## src/rtl/nt_node_test_sequencer.sv

```systemverilog
// Built-in test sequencer for one Nt_Node subcircuit: reset hold, LFSR stimulus,
// CRC-16 output compaction and golden-signature compare.
module nt_node_test_sequencer #(
  parameter int N_IN       = 6,
  parameter int PIPE_DEPTH = 2,
  parameter int CLR_CYC    = 2
) (
  input  logic            I1470_clk,
  input  logic            I1477_rst,
  input  logic            start,
  input  logic            abort,
  input  logic [15:0]     seed,
  input  logic [15:0]     num_vectors,
  input  logic [15:0]     golden_sig,
  input  logic            dut_out,
  output logic [N_IN-1:0] stim,
  output logic            dut_rst,
  output logic            busy,
  output logic            done,
  output logic [15:0]     signature,
  output logic            mismatch,
  output logic [2:0]      dbg_state
);

  typedef enum logic [2:0] {
    S_IDLE  = 3'd0,
    S_CLEAR = 3'd1,
    S_APPLY = 3'd2,
    S_DRAIN = 3'd3,
    S_DONE  = 3'd4
  } state_t;

  localparam logic [15:0] CLR_LOAD   = 16'(CLR_CYC - 1);
  localparam logic [15:0] DRAIN_LOAD = 16'(PIPE_DEPTH - 1);

  state_t                r_state;
  state_t                w_next_state;
  logic [15:0]           r_cnt;
  logic [15:0]           w_cnt_next;
  logic [15:0]           r_lfsr;
  logic [15:0]           w_lfsr_next;
  logic [15:0]           r_nvec;
  logic [15:0]           w_nvec_next;
  logic [15:0]           r_sig;
  logic [15:0]           w_sig_next;
  logic                  r_mismatch;
  logic                  w_mismatch_next;
  logic [N_IN-1:0]       r_stim;
  logic                  r_busy;
  logic                  r_done;
  logic                  r_dut_rst;
  logic [PIPE_DEPTH-1:0] r_cap_pipe;
  logic [PIPE_DEPTH-1:0] w_pipe_shift;
  logic                  w_cap_in;
  logic                  w_capture;
  logic                  w_launch;
  logic                  w_run_state;
  logic [15:0]           w_seed_eff;

  function automatic logic [15:0] f_lfsr_step(input logic [15:0] v);
    return (v >> 1) ^ (v[0] ? 16'hB400 : 16'h0000);
  endfunction

  function automatic logic [15:0] f_misr_step(input logic [15:0] s, input logic b);
    return {s[14:0], 1'b0} ^ ((s[15] ^ b) ? 16'h1021 : 16'h0000);
  endfunction

  // start and abort are level inputs sampled on each rising edge; there is no
  // handshake back to the host other than busy/done. abort beats start.
  always_comb begin
    w_run_state  = (r_state == S_CLEAR) || (r_state == S_APPLY) || (r_state == S_DRAIN);
    w_launch     = ((r_state == S_IDLE) || (r_state == S_DONE)) && start && !abort;
    w_seed_eff   = (seed == 16'h0000) ? 16'h0001 : seed;
    w_next_state = r_state;
    w_cnt_next   = r_cnt;
    w_nvec_next  = r_nvec;

    case (r_state)
      S_IDLE, S_DONE: begin
        if (w_launch) begin
          w_nvec_next = num_vectors;
          if (num_vectors == 16'h0000) begin
            w_next_state = S_DONE;
            w_cnt_next   = 16'h0000;
          end else begin
            w_next_state = S_CLEAR;
            w_cnt_next   = CLR_LOAD;
          end
        end
      end
      S_CLEAR: begin
        if (abort) begin
          w_next_state = S_IDLE;
          w_cnt_next   = 16'h0000;
        end else if (r_cnt == 16'h0000) begin
          w_next_state = S_APPLY;
          w_cnt_next   = r_nvec - 16'd1;
        end else begin
          w_cnt_next   = r_cnt - 16'd1;
        end
      end
      S_APPLY: begin
        // Counter holds vectors remaining after this one, so 0xFFFF never wraps.
        if (abort) begin
          w_next_state = S_IDLE;
          w_cnt_next   = 16'h0000;
        end else if (r_cnt == 16'h0000) begin
          w_next_state = S_DRAIN;
          w_cnt_next   = DRAIN_LOAD;
        end else begin
          w_cnt_next   = r_cnt - 16'd1;
        end
      end
      S_DRAIN: begin
        if (abort) begin
          w_next_state = S_IDLE;
          w_cnt_next   = 16'h0000;
        end else if (r_cnt == 16'h0000) begin
          w_next_state = S_DONE;
          w_cnt_next   = 16'h0000;
        end else begin
          w_cnt_next   = r_cnt - 16'd1;
        end
      end
      default: begin
        w_next_state = S_IDLE;
        w_cnt_next   = 16'h0000;
      end
    endcase
  end

  // r_lfsr holds the vector currently on stim; it steps as each APPLY cycle ends.
  always_comb begin
    w_lfsr_next = r_lfsr;
    if (w_launch) begin
      w_lfsr_next = w_seed_eff;
    end else if (r_state == S_APPLY) begin
      w_lfsr_next = f_lfsr_step(r_lfsr);
    end
  end

  generate
    if (PIPE_DEPTH == 1) begin : g_pipe_one
      assign w_pipe_shift = w_cap_in;
    end else begin : g_pipe_multi
      assign w_pipe_shift = {r_cap_pipe[PIPE_DEPTH-2:0], w_cap_in};
    end
  endgenerate

  always_comb begin
    w_cap_in  = (r_state == S_APPLY) && !abort;
    w_capture = r_cap_pipe[PIPE_DEPTH-1];
    w_sig_next = r_sig;
    if (w_launch) begin
      w_sig_next = 16'h0000;
    end else if (w_capture) begin
      w_sig_next = f_misr_step(r_sig, dut_out);
    end
  end

  // The compare is taken once, on the edge that enters DONE, against the new signature.
  always_comb begin
    w_mismatch_next = r_mismatch;
    if (w_next_state != S_DONE) begin
      w_mismatch_next = 1'b0;
    end else if ((r_state != S_DONE) || w_launch) begin
      w_mismatch_next = (w_sig_next != golden_sig);
    end
  end

  always_ff @(posedge I1470_clk or posedge I1477_rst) begin
    if (I1477_rst) begin
      r_state    <= S_IDLE;
      r_cnt      <= 16'h0000;
      r_lfsr     <= 16'h0000;
      r_nvec     <= 16'h0000;
      r_sig      <= 16'h0000;
      r_mismatch <= 1'b0;
      r_cap_pipe <= '0;
    end else begin
      r_state    <= w_next_state;
      r_cnt      <= w_cnt_next;
      r_lfsr     <= w_lfsr_next;
      r_nvec     <= w_nvec_next;
      r_sig      <= w_sig_next;
      r_mismatch <= w_mismatch_next;
      if (w_run_state && abort) begin
        r_cap_pipe <= '0;
      end else begin
        r_cap_pipe <= w_pipe_shift;
      end
    end
  end

  always_ff @(posedge I1470_clk or posedge I1477_rst) begin
    if (I1477_rst) begin
      r_stim    <= '0;
      r_busy    <= 1'b0;
      r_done    <= 1'b0;
      r_dut_rst <= 1'b1;
    end else begin
      r_stim    <= (w_next_state == S_APPLY) ? w_lfsr_next[N_IN-1:0] : '0;
      r_busy    <= (w_next_state == S_CLEAR) || (w_next_state == S_APPLY) ||
                   (w_next_state == S_DRAIN);
      r_done    <= (w_next_state == S_DONE);
      r_dut_rst <= !((w_next_state == S_APPLY) || (w_next_state == S_DRAIN));
    end
  end

  assign stim      = r_stim;
  assign dut_rst   = r_dut_rst;
  assign busy      = r_busy;
  assign done      = r_done;
  assign signature = r_sig;
  assign mismatch  = r_mismatch;
  assign dbg_state = r_state;

endmodule
```

## config.mk

```make
export PLATFORM = sky130hd
export DESIGN_NAME = nt_node_test_sequencer
export DESIGN_NICKNAME = d
export VERILOG_FILES = /design/src/rtl/nt_node_test_sequencer.sv
export SDC_FILE = /design/constraint.sdc
export NUM_CORES = 1
export LEC_CHECK = 0
export BUFFER_PORTS_ARGS = -buffer_cell sky130_fd_sc_hd__buf_2
export CORE_MARGIN = 2
export CORE_UTILIZATION = 60
export DETAILED_ROUTE_END_ITERATION = 8
export PLACE_DENSITY_LB_ADDON = 0.08
export SLEW_MARGIN = 30
export SYNTH_ARGS = -nofsm -noshare
export SYNTH_HDL_FRONTEND = slang
export SYNTH_SLANG_ARGS = --single-unit
```

## constraint.sdc

```tcl
create_clock -name I1470_clk -period 6.7 [get_ports I1470_clk]
set_clock_uncertainty 0.15 [all_clocks]
set_input_delay 0.67 -clock I1470_clk [delete_from_list [all_inputs] [get_ports I1470_clk]]
set_output_delay 0.67 -clock I1470_clk [all_outputs]
set_load 0.02 [all_outputs]
```

==> results of run 1 <==
-- cell type report --
cell class / instances / area, um2 / share of cell area
Clock buffer: 9 / 123.9 / 0.02499
Clock inverter: 7 / 72.57 / 0.01464
Inverter: 12 / 45.04 / 0.009089
Multi-Input combinational cell: 364 / 2176 / 0.4390
Sequential cell: 79 / 1979 / 0.3994
Tap cell: 96 / 120.1 / 0.02424
Timing Repair Buffer: 85 / 439.2 / 0.08861
-- per-stage QoR --
stage	area, um2	power, uW
after floorplan	4305	1336
after global placement	4755	1502
after detailed placement	4758	1524
after CTS	4955	1889
after global routing	4956	2024
final	4956	1883
-- placed cells by master, fill, tap and decap left out, types with 3 or more instances in the layout --
master and n:
or3_1 6, dfrtp_1 77, o221ai_1 6, nand3_1 6, buf_4 3, nand2b_1 4
ha_1 3, o21ai_1 4, xor2_1 10, a21oi_1 18, mux2i_1 26, nor2_1 39
a31oi_1 4, clkbuf_8 9, or4_4 4, xnor2_1 12, a211oi_1 3, nor3_1 15
nand2_1 89, inv_1 11, nor4_1 14, buf_2 81, nor2b_1 7, o21ai_0 41
o211ai_1 5, a311oi_1 4, or4_1 6
-- power by group through the flow --
stage | Combinational, uW | Clock [uW] | Sequential [uW]
CTS | 744 | 364 | 781
floorplan | 575 | 0 | 761
global placement | 723 | 0 | 779
detailed placement | 737 | 0 | 787
global route | 834 | 386 | 804
finish | 743 | 355 | 785
-- cells by family after synthesis --
logic type,count (synthesis),share of synthesized area
simple gates,208,0.2374
compound gates,105,0.1526
flops,79,0.4595
buf+inv,34,0.03661
mux,26,0.06045
xor+xnor,22,0.04475
fa+ha+maj,3,0.008719
-- worst paths after layout --
path,depth (start not counted),endpoint,start
worst max-delay path,8,r_cnt[12],r_nvec[0]
worst min-delay path,3,stim[3],I1477_rst
worst max register to register,8,r_cnt[12],r_nvec[0]
worst min register to register,1,r_cap_pipe[1],r_cap_pipe[0]
max in group asynchronous,3,r_cap_pipe[1],I1477_rst
min in group I1470_clk,1,r_cap_pipe[1],r_cap_pipe[0]
-- worst reg2reg max path, cell delays in order, from the launching register on --
cell,delay [ns]
dfrtp_1,0.41
inv_1,0.09
ha_1,0.19
or3b_2,0.51
or4_1,0.51
nor4_1,0.34
xor2_1,0.24
a31oi_1,0.10
o21ai_0,0.14
-- registers in the layout (all words and copies together) (netlist names) --
name and flops:
r_cnt 16, r_lfsr 16, r_nvec 16, r_cap_pipe 2, dbg_state 3, stim 6, busy 1, signature 16
dut_rst 1, mismatch 1, done 1
-- metal layers --
layer	up-vias	global-route usage	wire length, um	share of wire
met5	-	0	0	0
met4	0	0.09642	225	0.022
met3	23	0.06063	537	0.053
met2	128	0.4559	5042	0.49
met1	1868	0.3495	4391	0.43
li1	1865	-	-	-
==> impl_metrics.tcl, run 1 <==
set metrics [dict create \
    nNetsFinal 607 \
    area_delta_synth_final_pct 15.11 \
    port-buffer-count 81 \
    synthArstFlopShare 1.000 \
    hpwlAfterDp_um 7247 \
    yosysTopAreaCellShare 0.4534 \
    worst_setup_path_end_kind "flip-flop" \
    intPower_uw 1107 \
    drt-vias-per-instance 5.957 \
    synth_cells 477 \
    antenna_cells 0 \
    clk_pin_slew_ns 0.08 \
    cts_hold_repair.buffers 0 \
    ys.warnings.count 0 \
    ys_ff_latch 79 \
    yosysMostFrequentCell "nand2_1" \
    maxCapViolCount 0 \
    n_fill_cell 530 \
    clock_sinks 79 \
    grt_max_degree 80 \
    crit_family "simple AND/OR/NAND/NOR gates" \
    io_pins 82 \
    dieArea_um2 7869 \
    yosysTopAreaCell "dfrtp_1" \
    critPathLaunchType "flip-flop" \
    ctsResizeCount 0 \
    stdcell_count 652 \
    setup_slack_ns 3.943 \
    dp_cells 636 \
    cts_buffers 9 \
    finalSetupViolations 0 \
    start_util 0.6268 \
    drv_slew 0 \
    max-vdd-ir-drop_v 0.0002180 \
    post-route-period-util 0.4115 \
    clock-root-buffer "clkbuf_8" \
    place_ws_ns 3.902 \
    hold-worst-slack_ns 0.3473 \
    globalplace.congestion 0.8889 \
    hold_viol_final 0 \
    p_switching_uw 776.1 \
    num_rows 30 \
    seqPwrFrac 0.417 \
    routed_wl_um 10200 \
    synth_edf_count 0 \
    globalRouteTotalUtil 0.2726 \
    worst-path-buf-inv 1 \
    syn_area_um2 4305 \
    coreArea_um2 6869 \
    power.share.clock 0.188 \
    chipWidth_um 88.71 \
    fin_tns_setup_ns 0 \
    rsz0062_at_grt "false" \
    drt-initial-drc-count 224 \
    max_freq_mhz 362.7 \
    final_core_util 0.7215 \
    drive_gt1_frac 0.2068 \
    hp-class "input pin to asynchronous set/reset pin" \
    pwr_density_cell_nw_per_um2 380.0 \
    grt_pass1_wl_um 16530 \
    critPathRequiredTime_ns 6.82 \
    clk-insertion-delay-late_ns 0.35 \
    ys_seq_area_frac 0.4595 \
    status "finished, final reports clean" \
    post_cts_buffers 0 \
    switching_share 0.4121 \
    cp_slowest_cell "or3b_2" \
    ant_nets 0 \
    relSlewSlack 0.4426 \
    crit_fanout 5 \
    min_period_ns 2.757 \
    synthDistinctLibCells 56 \
    grt_pass1_vias 3606 \
    vias 3884 \
    path_cells "inv_1, ha_1, or3b_2, or4_1, nor4_1, xor2_1, a31oi_1, o21ai_0" \
    path_class "flip-flop to flip-flop" \
    drt_pre_antenna_iters 5 \
    r2r_setup_slack_ns 3.94 \
    tightest_slew_ns 0.8343 \
    ys.flop_type "dfrtp_1" \
    avgSynthCellArea_um2 9.026 \
    grt_overflow_total 0 \
    drc 0 \
    leakage_uw 0.002295 \
    combinationalPowerShare 0.395 \
    grt_antenna_before_repair 0 \
    cts_tree "built" \
    routedWlPerCell_um 15.64 \
    clockBufferDepth 2 \
    die_h_um 88.71 \
    cpPeakStageDelay_ns 0.51 \
    synth.area.top_cells "dfrtp_1 45%, nand2_1 7.8%, mux2i_1 6.0%, o21ai_0 4.9%, nor2_1 3.4%" \
    cts_htree_levels 3 \
    ys_top_cells_by_count "89 x nand2_1, 78 x dfrtp_1, 42 x o21ai_0, 39 x nor2_1, 26 x mux2i_1" \
    crit_arrival_ns 2.88 \
    synth_nets 533 \
]
No activity file was read; power rests on OpenSTA's default activity.
==> run 2: changes to the inputs <==
Settings changed: CORE_UTILIZATION 60 to 56.
Clock period 6.7 ns to 2.7 ns, I/O delays scaled along.
==> run 2 against run 1 <==
The flow now finishes with violations (hold timing). Fmax increased by 7.2%. Hold slack got worse by 0.35 ns. Combinational power increased to 2.7 times the previous value. Highest routed layer unchanged.
==> impl_metrics.tcl, run 2 (synthesized netlist as in run 1, its figures left out) <==
set metrics [dict create \
    path_class "flip-flop to flip-flop" \
    cts_htree_levels 3 \
    cts_buffers 9 \
    dpl-instance-area_um2 4851 \
    crit_arrival_ns 2.67 \
    place_ws_ns 0.05016 \
    clock-root-buffer "clkbuf_8" \
    worst-path-buf-inv 0 \
    dieArea_um2 8405 \
    grt_max_degree 64 \
    clock_sinks 79 \
    wl_met1_um 4713 \
    final_cell_area_um2 5311 \
    cpPeakStageDelay_ns 0.62 \
    vias 3998 \
    pwr_density_cell_nw_per_um2 930.6 \
    crit_fanout 18 \
    n_fill_cell 558 \
    stdcell_count 686 \
    top_layer_used "met4" \
    cts_tree "built" \
    hpwlAfterDp_um 7685 \
    rsz0062_at_grt "false" \
    grt_antenna_before_repair 0 \
    crit_family "simple AND/OR/NAND/NOR gates" \
    grt_pass1_vias 3900 \
    violations "hold timing" \
    cp_slowest_cell "or4_4" \
    dp_cells 648 \
    leakage_uw 0.002456 \
    wl_met3_um 628 \
    die_h_um 91.68 \
    critPathRequiredTime_ns 2.80 \
    setup_slack_ns 0.1279 \
    nNetsFinal 638 \
    maxCapViolCount 0 \
    globalplace.congestion 0.8765 \
    max-vdd-ir-drop_v 0.0005915 \
    start_util 0.5873 \
    critPathLaunchType "flip-flop" \
    worst_setup_path_end_kind "flip-flop" \
    drt-initial-drc-count 219 \
    final_common_cell "nand2_1" \
    coreArea_um2 7331 \
    max_freq_mhz 388.8 \
    chipWidth_um 91.68 \
    area_delta_synth_final_pct 23.37 \
    antenna_cells 0 \
    post-route-period-util 0.9526 \
    routed_wl_um 11080 \
    status "finished with violations" \
    io_pins 82 \
    hp-class "input pin to flip-flop" \
    finalSetupViolations 0 \
    cpMostUsedCell "or4_4" \
    clk-insertion-delay-late_ns 0.36 \
    drive_gt1_frac 0.2129 \
    hold-worst-slack_ns -0.006751 \
    grt_pass1_wl_um 18210 \
    drv_slew 0 \
    fin_tns_setup_ns 0 \
    clk_pin_slew_ns 0.08 \
    num_rows 31 \
    relSlewSlack 0.6271 \
    drc 0 \
    ant_nets 0 \
    min_period_ns 2.572 \
    drt-vias-per-instance 5.828 \
    globalRouteTotalUtil 0.2725 \
    drt_pre_antenna_iters 5 \
    tightest_slew_ns 0.5573 \
    hold_viol_final 1 \
    port-buffer-count 81 \
    most-common-layout-cells "89 x nand2_1, 81 x buf_2, 78 x dfrtp_1, 42 x o21ai_0, 39 x nor2_1" \
    clockBufferDepth 2 \
    grt_overflow_total 0 \
    dr_wl_met2_um 5493 \
    routedWlPerCell_um 16.15 \
    path_cells "or4_4, or4_4, nand2b_4, o21ai_0, a221o_1" \
    final_core_util 0.7245 \
]
[run 2: cell types whose count changed in the layout (fill, tap and decap cells not counted), moves of 2 or more]
cell,delta
clkinv_2,-2
buf_4,+8
buf_12,+2
dlygate4sd3_1,+22
[run 2: path summary, 6_finish.rpt]
path                               startpoint            end  slack (ns)  depth (start not counted)
worst max register to register       r_cnt[4]       r_cnt[3]        0.13                          5
max in group asynchronous           I1477_rst        dut_rst        1.42                          4
min in group asynchronous           I1477_rst        stim[4]        0.27                          3
worst max-delay path                 r_cnt[4]       r_cnt[3]        0.13                          5
worst min-delay path                  seed[8]      r_lfsr[8]      -0.007                          3
worst min register to register  r_cap_pipe[0]  r_cap_pipe[1]        0.34                          1
[run 2: worst register-to-register path: cells and delay by family, from the launching register on]
kind            cells  cell delay [ns]
flops               1             0.45
compound gates      2             0.43
simple gates        3             1.43
[run 2: through the flow]
| stage | power, uW | hold WS, ns |
|---|---|---|
| finish | 4943 | -0.006751 |
| global route | 5270 | 0.02353 |
| CTS | 4920 | 0.0007295 |
| detailed placement | 3873 | 0.1194 |
| global placement | 3810 | 0.1152 |
| floorplan | 3315 | 0.2023 |
[run 2: repair_timing]
| item | 4_1_cts | 5_1_grt |
|---|---|---|
| hold buffers | 22 | 0 |
| endpoints found under the hold margin | 37 | 0 |
| endpoints found under the setup margin | 0 | 1 |
| gates resized for setup | 0 | 2 |
| setup buffers | 0 | 0 |
[run 2: report_power, final]
part / switching (uW) / leakage [uW] / internal, uW
Sequential: 372 / 0.00104 / 1560
Combinational: 1160 / 0.00131 / 846
Clock: 455 / 0.000109 / 550
Total: 1990 / 0.00246 / 2960
[run 2: layout make-up]
cell class | instances | area (um2) | area share
multi-input combinational | 364 | 2186 | 0.4115
sequential | 79 | 1978 | 0.3724
timing repair buffer | 116 | 748.2 | 0.1409
clock buffer | 10 | 137.6 | 0.02591
tap | 99 | 123.9 | 0.02332
clock inverter | 6 | 92.59 | 0.01743
inverter | 12 | 45.04 | 0.008481
[run 2: routing by layer]
metal  track usage  up-vias
met4        0.1098        0
li1              -     1919
met1        0.3566     1944
met2        0.4455      112
met3       0.05423       23
met5             0        -
